### config.mk
export PLATFORM = sky130hd
export DESIGN_NAME = pe_conv_param_flat
export DESIGN_NICKNAME = d
export VERILOG_FILES = /design/src/rtl/pe_conv_pkg.sv /design/src/rtl/pe_conv_param_if.sv /design/src/rtl/pe_tap_shift.sv /design/src/rtl/pe_conv_param.sv /design/src/flat_wrapper.sv
export SDC_FILE = /design/constraint.sdc
export NUM_CORES = 1
export LEC_CHECK = 0
export CORE_UTILIZATION = 40
export CTS_BUF_LIST = sky130_fd_sc_hd__clkbuf_4 sky130_fd_sc_hd__clkbuf_8 sky130_fd_sc_hd__clkbuf_16
export DETAILED_ROUTE_END_ITERATION = 7
export DONT_BUFFER_PORTS = 1
export SYNTH_ARGS = -nofsm -noshare
export SYNTH_HDL_FRONTEND = slang
export SYNTH_SLANG_ARGS = --single-unit
export TNS_END_PERCENT = 5
### constraint.sdc
create_clock -name clk -period 7.6 [get_ports clk]
set_clock_uncertainty 0.15 [all_clocks]
set_input_delay 1.52 -clock clk [delete_from_list [all_inputs] [get_ports clk]]
set_output_delay 1.52 -clock clk [all_outputs]
set_load 0.1 [all_outputs]
### src/rtl/pe_conv_pkg.sv
// Shared definitions for the convolution processing element: parameter
// defaults, accumulator sizing and a signed saturation helper.
package pe_conv_pkg;

  localparam int DW_DEF   = 8;   // ifmap width, unsigned
  localparam int WW_DEF   = 8;   // weight width, signed
  localparam int TAPS_DEF = 3;   // taps per PE, 1..8
  localparam int PW_DEF   = 20;  // psum width, signed

  // Accumulator wide enough for psum_in plus TAPS products without overflow.
  function automatic int acc_width(input int pw, input int taps);
    return pw + $clog2(taps + 1) + 1;
  endfunction

  localparam int ACC_W_DEF = acc_width(PW_DEF, TAPS_DEF);

  // Clamp a signed value of in_w bits (held in the low bits of v) into the
  // signed range of out_w bits. The result is sign-extended to 64 bits.
  function automatic logic signed [63:0] sat_signed(input logic signed [63:0] v,
                                                    input int unsigned    in_w,
                                                    input int unsigned    out_w);
    logic signed [63:0] v_ext;
    logic signed [63:0] hi;
    logic signed [63:0] lo;
    v_ext = (v <<< (64 - in_w)) >>> (64 - in_w);
    hi    = (64'sd1 <<< (out_w - 1)) - 64'sd1;
    lo    = -(64'sd1 <<< (out_w - 1));
    if (v_ext > hi)      return hi;
    else if (v_ext < lo) return lo;
    else                 return v_ext;
  endfunction

endpackage

### src/rtl/pe_conv_param_if.sv
// Data/handshake bundle of the convolution PE. The PE is the slave; the
// driver (upstream logic or a bench) is the master.
interface pe_conv_param_if
  import pe_conv_pkg::*;
#(
  parameter int DW   = DW_DEF,
  parameter int WW   = WW_DEF,
  parameter int TAPS = TAPS_DEF,
  parameter int PW   = PW_DEF
);
  logic                 en;
  logic                 ifmap_vld;
  logic [DW-1:0]        ifmap_in;
  logic                 win_clr;
  logic [DW-1:0]        ifmap_out;
  logic                 w_load;
  logic [TAPS*WW-1:0]   w_in;
  logic [TAPS*WW-1:0]   w_out;
  logic                 psum_in_vld;
  logic [PW-1:0]        psum_in;
  logic                 psum_out_vld;
  logic [PW-1:0]        psum_out;
  logic                 ovf;
  logic                 clr_ovf;

  modport slave (
    input  en, ifmap_vld, ifmap_in, win_clr, w_load, w_in,
           psum_in_vld, psum_in, clr_ovf,
    output ifmap_out, w_out, psum_out_vld, psum_out, ovf
  );

  modport master (
    output en, ifmap_vld, ifmap_in, win_clr, w_load, w_in,
           psum_in_vld, psum_in, clr_ovf,
    input  ifmap_out, w_out, psum_out_vld, psum_out, ovf
  );
endinterface

### src/rtl/pe_tap_shift.sv
// Tap shift register and window fill counter. Exposes the post-accept tap
// values and fill state so the multiplier stage can register products on
// the accepting edge.
module pe_tap_shift
  import pe_conv_pkg::*;
#(
  parameter int DW   = DW_DEF,
  parameter int TAPS = TAPS_DEF
) (
  input  logic                     clk,
  input  logic                     rst_n,
  input  logic                     en_i,
  input  logic                     vld_i,
  input  logic [DW-1:0]            data_i,
  input  logic                     win_clr_i,
  output logic [DW-1:0]            tap0_o,
  output logic [TAPS-1:0][DW-1:0]  taps_nxt_o,
  output logic                     full_nxt_o
);
  localparam int CW = $clog2(TAPS + 1);

  logic [TAPS-1:0][DW-1:0] taps_q, taps_d;
  logic [CW-1:0]           cnt_q, cnt_d;
  logic                    accept;

  assign accept = en_i && vld_i;

  // Next tap contents and fill count.
  always_comb begin
    // NOTE: every variable gets a default first so no path leaves it unassigned (no latch).
    taps_d = taps_q;
    cnt_d  = cnt_q;
    if (accept) begin
      taps_d[0] = data_i;
      for (int k = 1; k < TAPS; k++) taps_d[k] = taps_q[k-1];
    end
    if (en_i && win_clr_i) begin
      cnt_d = accept ? CW'(1) : '0;
    end else if (accept && (cnt_q != CW'(TAPS))) begin
      cnt_d = cnt_q + CW'(1);
    end
  end

  // Tap and counter state; the _d values already hold when not advancing.
  always_ff @(posedge clk or negedge rst_n) begin
    // NOTE: sequential state uses non-blocking assignments so all registers update together.
    if (!rst_n) begin
      taps_q <= '0;
      cnt_q  <= '0;
    end else begin
      taps_q <= taps_d;
      cnt_q  <= cnt_d;
    end
  end

  assign tap0_o     = taps_q[0];
  assign taps_nxt_o = taps_d;
  assign full_nxt_o = (cnt_d == CW'(TAPS));

endmodule

### src/rtl/pe_conv_param.sv
// Convolution processing element: TAPS-deep ifmap window times signed
// weights, added to an upstream partial sum in a two-stage pipeline.
// Optional build macro PE_SATURATE_EN: clamp the result to PW bits and
// raise a sticky ovf; otherwise the result wraps and ovf is tied low.
module pe_conv_param
  import pe_conv_pkg::*;
#(
  parameter int DW   = DW_DEF,
  parameter int WW   = WW_DEF,
  parameter int TAPS = TAPS_DEF,
  parameter int PW   = PW_DEF
) (
  input logic              clk,
  input logic              rst_n,
  pe_conv_param_if.slave   bus
);
  localparam int PRW   = DW + WW + 1;
  localparam int ACC_W = acc_width(PW, TAPS);

  logic                     accept;
  logic                     full_nxt;
  logic [TAPS-1:0][DW-1:0]  taps_nxt;
  logic [DW-1:0]            tap0;

  logic [TAPS*WW-1:0]       w_q;

  logic signed [PRW-1:0]    prod_d [TAPS];
  logic signed [PRW-1:0]    prod_q [TAPS];
  logic signed [PW-1:0]     s1_psum_q;
  logic                     s1_vld_q;

  logic signed [ACC_W-1:0]  sum;
  logic [PW-1:0]            psum_nxt;
  logic [PW-1:0]            psum_out_q;
  logic                     psum_out_vld_q;

  assign accept = bus.en && bus.ifmap_vld;

  pe_tap_shift #(
    .DW   (DW),
    .TAPS (TAPS)
  ) u_taps (
    .clk        (clk),
    .rst_n      (rst_n),
    .en_i       (bus.en),
    .vld_i      (bus.ifmap_vld),
    .data_i     (bus.ifmap_in),
    .win_clr_i  (bus.win_clr),
    .tap0_o     (tap0),
    .taps_nxt_o (taps_nxt),
    .full_nxt_o (full_nxt)
  );

  // Active weights; a sample accepted alongside a load still sees the old set.
  always_ff @(posedge clk or negedge rst_n) begin
    if (!rst_n)                    w_q <= '0;
    else if (bus.en && bus.w_load) w_q <= bus.w_in;
  end

  // Products of the post-accept taps with the current weights.
  always_comb begin
    for (int k = 0; k < TAPS; k++) begin
      prod_d[k] = $signed({1'b0, taps_nxt[k]}) * $signed(w_q[k*WW +: WW]);
    end
  end

  // Stage 1: capture products and upstream psum when a full window is accepted.
  always_ff @(posedge clk or negedge rst_n) begin
    if (!rst_n) begin
      for (int k = 0; k < TAPS; k++) prod_q[k] <= '0;
      s1_psum_q <= '0;
      s1_vld_q  <= 1'b0;
    end else if (bus.en) begin
      s1_vld_q <= accept && full_nxt;
      if (accept && full_nxt) begin
        for (int k = 0; k < TAPS; k++) prod_q[k] <= prod_d[k];
        s1_psum_q <= bus.psum_in_vld ? $signed(bus.psum_in) : '0;
      end
    end
  end

  // Full-precision adder tree.
  always_comb begin
    sum = ACC_W'(s1_psum_q);
    for (int k = 0; k < TAPS; k++) sum = sum + ACC_W'(prod_q[k]);
  end

`ifdef PE_SATURATE_EN
  logic signed [63:0] sum_ext;
  logic signed [63:0] sat_v;
  logic               clamp;
  logic               ovf_q;

  // Clamp the sum into PW bits and flag when clamping happened.
  always_comb begin
    sum_ext  = 64'(sum);
    sat_v    = sat_signed(sum_ext, ACC_W, PW);
    clamp    = (sat_v != sum_ext);
    psum_nxt = sat_v[PW-1:0];
  end

  wire unused_sat_hi = &{1'b0, sat_v[63:PW]};

  // Sticky overflow: a new clamp wins over a simultaneous clear.
  always_ff @(posedge clk or negedge rst_n) begin
    if (!rst_n) begin
      ovf_q <= 1'b0;
    end else if (bus.en) begin
      if (s1_vld_q && clamp) ovf_q <= 1'b1;
      else if (bus.clr_ovf)  ovf_q <= 1'b0;
    end
  end

  assign bus.ovf = ovf_q;
`else
  // Wrap: keep the low PW bits of the sum.
  assign psum_nxt = sum[PW-1:0];
  assign bus.ovf  = 1'b0;

  wire unused_wrap = &{1'b0, sum[ACC_W-1:PW], bus.clr_ovf};
`endif

  // Stage 2: result register; holds its value across bubbles.
  always_ff @(posedge clk or negedge rst_n) begin
    if (!rst_n) begin
      psum_out_q     <= '0;
      psum_out_vld_q <= 1'b0;
    end else if (bus.en) begin
      psum_out_vld_q <= s1_vld_q;
      if (s1_vld_q) psum_out_q <= psum_nxt;
    end
  end

  assign bus.ifmap_out    = tap0;
  assign bus.w_out        = w_q;
  assign bus.psum_out     = psum_out_q;
  assign bus.psum_out_vld = psum_out_vld_q;

endmodule

### src/flat_wrapper.sv
// flat-port wrapper written by rule: the top's interface ports become plain ports
module pe_conv_param_flat import pe_conv_pkg::*;
#(
  parameter int DW   = DW_DEF,
  parameter int WW   = WW_DEF,
  parameter int TAPS = TAPS_DEF,
  parameter int PW   = PW_DEF
)
  (clk, rst_n, bus_en, bus_ifmap_vld, bus_ifmap_in, bus_win_clr, bus_w_load, bus_w_in, bus_psum_in_vld, bus_psum_in, bus_clr_ovf, bus_ifmap_out, bus_w_out, bus_psum_out_vld, bus_psum_out, bus_ovf);
  pe_conv_param_if #(.DW(DW), .WW(WW), .TAPS(TAPS), .PW(PW)) bus_i ();
  input logic clk;
  input logic rst_n;
  input wire logic [$bits(bus_i.en)-1:0] bus_en;
  input wire logic [$bits(bus_i.ifmap_vld)-1:0] bus_ifmap_vld;
  input wire logic [$bits(bus_i.ifmap_in)-1:0] bus_ifmap_in;
  input wire logic [$bits(bus_i.win_clr)-1:0] bus_win_clr;
  input wire logic [$bits(bus_i.w_load)-1:0] bus_w_load;
  input wire logic [$bits(bus_i.w_in)-1:0] bus_w_in;
  input wire logic [$bits(bus_i.psum_in_vld)-1:0] bus_psum_in_vld;
  input wire logic [$bits(bus_i.psum_in)-1:0] bus_psum_in;
  input wire logic [$bits(bus_i.clr_ovf)-1:0] bus_clr_ovf;
  output wire logic [$bits(bus_i.ifmap_out)-1:0] bus_ifmap_out;
  output wire logic [$bits(bus_i.w_out)-1:0] bus_w_out;
  output wire logic [$bits(bus_i.psum_out_vld)-1:0] bus_psum_out_vld;
  output wire logic [$bits(bus_i.psum_out)-1:0] bus_psum_out;
  output wire logic [$bits(bus_i.ovf)-1:0] bus_ovf;
  assign bus_i.en = bus_en;
  assign bus_i.ifmap_vld = bus_ifmap_vld;
  assign bus_i.ifmap_in = bus_ifmap_in;
  assign bus_i.win_clr = bus_win_clr;
  assign bus_i.w_load = bus_w_load;
  assign bus_i.w_in = bus_w_in;
  assign bus_i.psum_in_vld = bus_psum_in_vld;
  assign bus_i.psum_in = bus_psum_in;
  assign bus_i.clr_ovf = bus_clr_ovf;
  assign bus_ifmap_out = bus_i.ifmap_out;
  assign bus_w_out = bus_i.w_out;
  assign bus_psum_out_vld = bus_i.psum_out_vld;
  assign bus_psum_out = bus_i.psum_out;
  assign bus_ovf = bus_i.ovf;
  pe_conv_param #(.DW(DW), .WW(WW), .TAPS(TAPS), .PW(PW)) u_core (.clk(clk), .rst_n(rst_n), .bus(bus_i));
endmodule
==> results.json <==
{
  "run_status": "finished, final reports clean",
  "aggregate_global_routing_overflow": 0,
  "grt_antenna_before_repair": 2,
  "tritoncts": "yes",
  "fmax_mhz": 161.0,
  "post-synth-top-area-fraction_pct": 26.23,
  "setup_viol": 0,
  "drt-vias-per-instance": 4.998,
  "layout.nets": 1748,
  "synth.avg_cell_area_um2": 9.920,
  "floorplan.rows": 67,
  "crit_buf_inv": 6,
  "std_cell_core_area_um2": 33530,
  "synth_sequential_area_ratio_pct": 26.23,
  "route.final.wire_length_mm": 30.49,
  "synth_top_cells_by_area": "sky130_fd_sc_hd__dfrtp_1 (26%), sky130_fd_sc_hd__fa_1 (22%), sky130_fd_sc_hd__ha_1 (14%)",
  "cp_slowest_cell": "sky130_fd_sc_hd__fa_1",
  "multi_input_comb_area_um2": 9141,
  "min_period_over_period_pct": 81.72,
  "path_clk_slew_ps": 70,
  "finalWorstPathRequiredPeriod_ps": 6211,
  "antenna-diode-count": 0,
  "postCtsSetupRepairBufs": 0,
  "synth_cells": 1375,
  "post_synthesis_net_count": 1733,
  "drc_errors": 0,
  "number_of_drc_markers_after_the_initial_detailed_route_iteration": 433,
  "synth_ff_type": "sky130_fd_sc_hd__dfrtp_1",
  "timing_worst_slew_pin_value_ps": 1128,
  "synth.cell_area_um2": 13640,
  "placement.io_buffers": 0,
  "htree_levels": 4,
  "cts.root.buffer_cell": "sky130_fd_sc_hd__clkbuf_16",
  "cp_data_required_time_ps": 7730,
  "cts_made_buffers": 17,
  "start_util_pct": 40.68,
  "dieWidth_um": 186.7,
  "dr_total_vias": 9252,
  "layout-area-overhead-vs-synth_pct": 8.833,
  "hold_violations": 0,
  "grt_usage_pct": 18.56,
  "sequential_cell_area_um2": 3578,
  "drv_cap": 0,
  "grt_pass1_wl_mm": 50.89,
  "fp.dieArea_um2": 34840,
  "critPathKind": "primary input to flop",
  "antenna_violating_nets_post_route": 0,
  "ys_async_sr_fraction_pct": 100.0,
  "wl_per_cell_um": 16.47,
  "grt_max_degree": 144,
  "unrepaired_setup_endpoints_after_global_routing": "false",
  "first_global_vias": 9511,
  "worst_skew_pair.late_latency_ps": 440,
  "synth.ff_latch_count": 143,
  "die_height_um": 186.7,
  "worst_path_largest_cell_delay_ps": 540,
  "synthDistinctLibCells": 53,
  "timing.final.max_slew_violations": 0,
  "top_delay_family_on_crit_path": "adder cells",
  "timing.critical_path.cells": "nand2_1 -> buf_12 -> mux2i_1 -> buf_4 -> inv_1 -> nand2_1 -> fa_1 -> fa_1 -> inv_1 -> fa_1 -> inv_1 -> fa_1 -> inv_1 -> ha_1 -> nand2_1 -> o21ai_1 -> o31ai_1 -> a21oi_1 -> a21oi_1 -> xor2_1 -> o21ai_0",
  "post_route_cells_drive_above_1_share_pct": 9.765,
  "start_kind": "primary input",
  "synth_edf_count": 0,
  "layout_filler_cell_count": 3256,
  "critical_path_arrival_ps": 6350,
  "yosys_warnings": 0,
  "cts_hold_buffers": 0,
  "ioPinCount": 114,
  "timing.max_slew.rel_slack_pct": 24.80,
  "first_pass_iters": 5,
  "dp_hpwl_mm": 24.03,
  "clock-sinks": 143,
  "fin_setup_tns_ps": 0,
  "worst_setup_path_end_kind": "flop",
  "crit_fanout": 24,
  "place_congestion": 0.8150,
  "kind_of_path_behind_the_tightest_hold_check": "flop to flop",
  "clk_path_buf_depth": 2,
  "post_cts_resized": 0,
  "synthDominantAreaCellType": "sky130_fd_sc_hd__dfrtp_1"
}
area by class of cell:
cell class | count | area share [%]
inverters | 191 | 4.829
repair buffers | 34 | 1.804
well taps | 448 | 3.776
clock inverters | 14 | 0.9945
clock buffers | 18 | 2.916
flip-flops and latches | 143 | 24.10
multi-input cells | 1003 | 61.58
worst register-to-register path: stages (launching register included):
cell	delay, ps
sky130_fd_sc_hd__dfrtp_1	1030
sky130_fd_sc_hd__mux2_2	450
sky130_fd_sc_hd__nand2_1	120
sky130_fd_sc_hd__fa_1	530
sky130_fd_sc_hd__fa_1	540
sky130_fd_sc_hd__inv_1	50
sky130_fd_sc_hd__fa_1	490
sky130_fd_sc_hd__inv_1	50
sky130_fd_sc_hd__fa_1	480
sky130_fd_sc_hd__inv_1	50
sky130_fd_sc_hd__ha_1	330
sky130_fd_sc_hd__nand2_1	90
sky130_fd_sc_hd__o21ai_1	100
sky130_fd_sc_hd__o31ai_1	440
sky130_fd_sc_hd__nand3_1	140
sky130_fd_sc_hd__a31oi_1	230
sky130_fd_sc_hd__xor2_1	210
sky130_fd_sc_hd__o21ai_0	90
final timing paths:
path	from	cells past startpoint	slack (ps)	endpoint
worst max-delay path	bus_en	21	1390	u_core.prod_q[13]
worst min-delay path	u_core.s1_psum_q[19]	2	360	u_core.s1_psum_q[19]
worst max register to register	u_core.u_taps.tap0_o[5]	17	1880	u_core.prod_q[32]
worst min register to register	u_core.s1_psum_q[19]	2	360	u_core.s1_psum_q[19]
max in group asynchronous	rst_n	0	6420	u_core.prod_q[33]
min in group asynchronous	rst_n	0	630	u_core.bus.w_out[16]
stage by stage:
step	utilization, %	worst slack (ps)	instance area [um2]	std cells	hold WS (ps)
after floorplan	-	1048	13640	1375	306.3
after global placement	42.54	997.7	14260	1819	338.0
after detailed placement	42.54	958.3	14260	1819	353.8
after CTS	44.27	1427	14850	1851	368.0
after global routing	44.27	1105	14850	1851	384.9
final	44.27	1389	14850	1851	364.4
kinds of logic (layout without fill, tap and decap cells):
logic type      Yosys count  after routing  synth area share [%]
compound gates          200            200                 8.677
fa+ha+maj               298            298                 35.53
flops                   143            143                 26.23
buf+inv                 229            257                 6.879
mux                      66             66                 5.788
simple gates            390            390                 13.78
xor+xnor                 48             48                 3.082
other cells               1              1               0.02749
cells in the mapped netlist (9+ instances only):
library cell and instances:
sky130_fd_sc_hd__clkbuf_1 14, sky130_fd_sc_hd__inv_1 190, sky130_fd_sc_hd__o21ai_0 87, sky130_fd_sc_hd__xor2_1 30, sky130_fd_sc_hd__o21ai_1 19, sky130_fd_sc_hd__xnor2_1 18, sky130_fd_sc_hd__nor2_1 46, sky130_fd_sc_hd__ha_1 149
sky130_fd_sc_hd__buf_2 9, sky130_fd_sc_hd__nor2b_1 51, sky130_fd_sc_hd__buf_4 10, sky130_fd_sc_hd__mux2_4 15, sky130_fd_sc_hd__a21oi_1 37, sky130_fd_sc_hd__nand3_1 11, sky130_fd_sc_hd__nand2_1 173, sky130_fd_sc_hd__mux2_2 43
sky130_fd_sc_hd__dfrtp_1 143, sky130_fd_sc_hd__fa_1 149, sky130_fd_sc_hd__and2_1 81
per-layer routing:
| layer | track usage [%] | up-vias | routed length, um |
|---|---|---|---|
| li1 | - | 4481 | - |
| met1 | 27.08 | 4573 | 15020 |
| met5 | 0 | - | 25 |
| met2 | 28.24 | 173 | 13720 |
| met4 | 4.319 | 4 | 308 |
| met3 | 3.762 | 21 | 1417 |
sequential cells by signal, summed over array words and instances (netlist names):
| register | flops |
|---|---|
| u_core.u_taps.tap0_o | 8 |
| u_core.bus.w_out | 24 |
| u_core.bus.psum_out | 20 |
| u_core.prod_q | 51 |
| u_core.s1_vld_q | 1 |
| u_core.s1_psum_q | 20 |
| u_core.bus.psum_out_vld | 1 |
| u_core.u_taps.taps_q | 16 |
| u_core.u_taps.cnt_q | 2 |
placed cells by master, fill, tap and decap left out, types with 30 or more instances in the layout:
master,netlist,final
sky130_fd_sc_hd__mux2_2,43,43
sky130_fd_sc_hd__a21oi_1,37,37
sky130_fd_sc_hd__nor2b_1,51,51
sky130_fd_sc_hd__dfrtp_1,143,143
sky130_fd_sc_hd__ha_1,149,149
sky130_fd_sc_hd__fa_1,149,149
sky130_fd_sc_hd__and2_1,81,81
sky130_fd_sc_hd__nor2_1,46,46
sky130_fd_sc_hd__nand2_1,173,173
sky130_fd_sc_hd__inv_1,190,190
sky130_fd_sc_hd__buf_4,10,33
sky130_fd_sc_hd__o21ai_0,87,87
sky130_fd_sc_hd__xor2_1,30,30
Power is left out: the tool's default activity adds up to more than one toggle a clock period on the data nets, which glitch-free logic cannot reach.
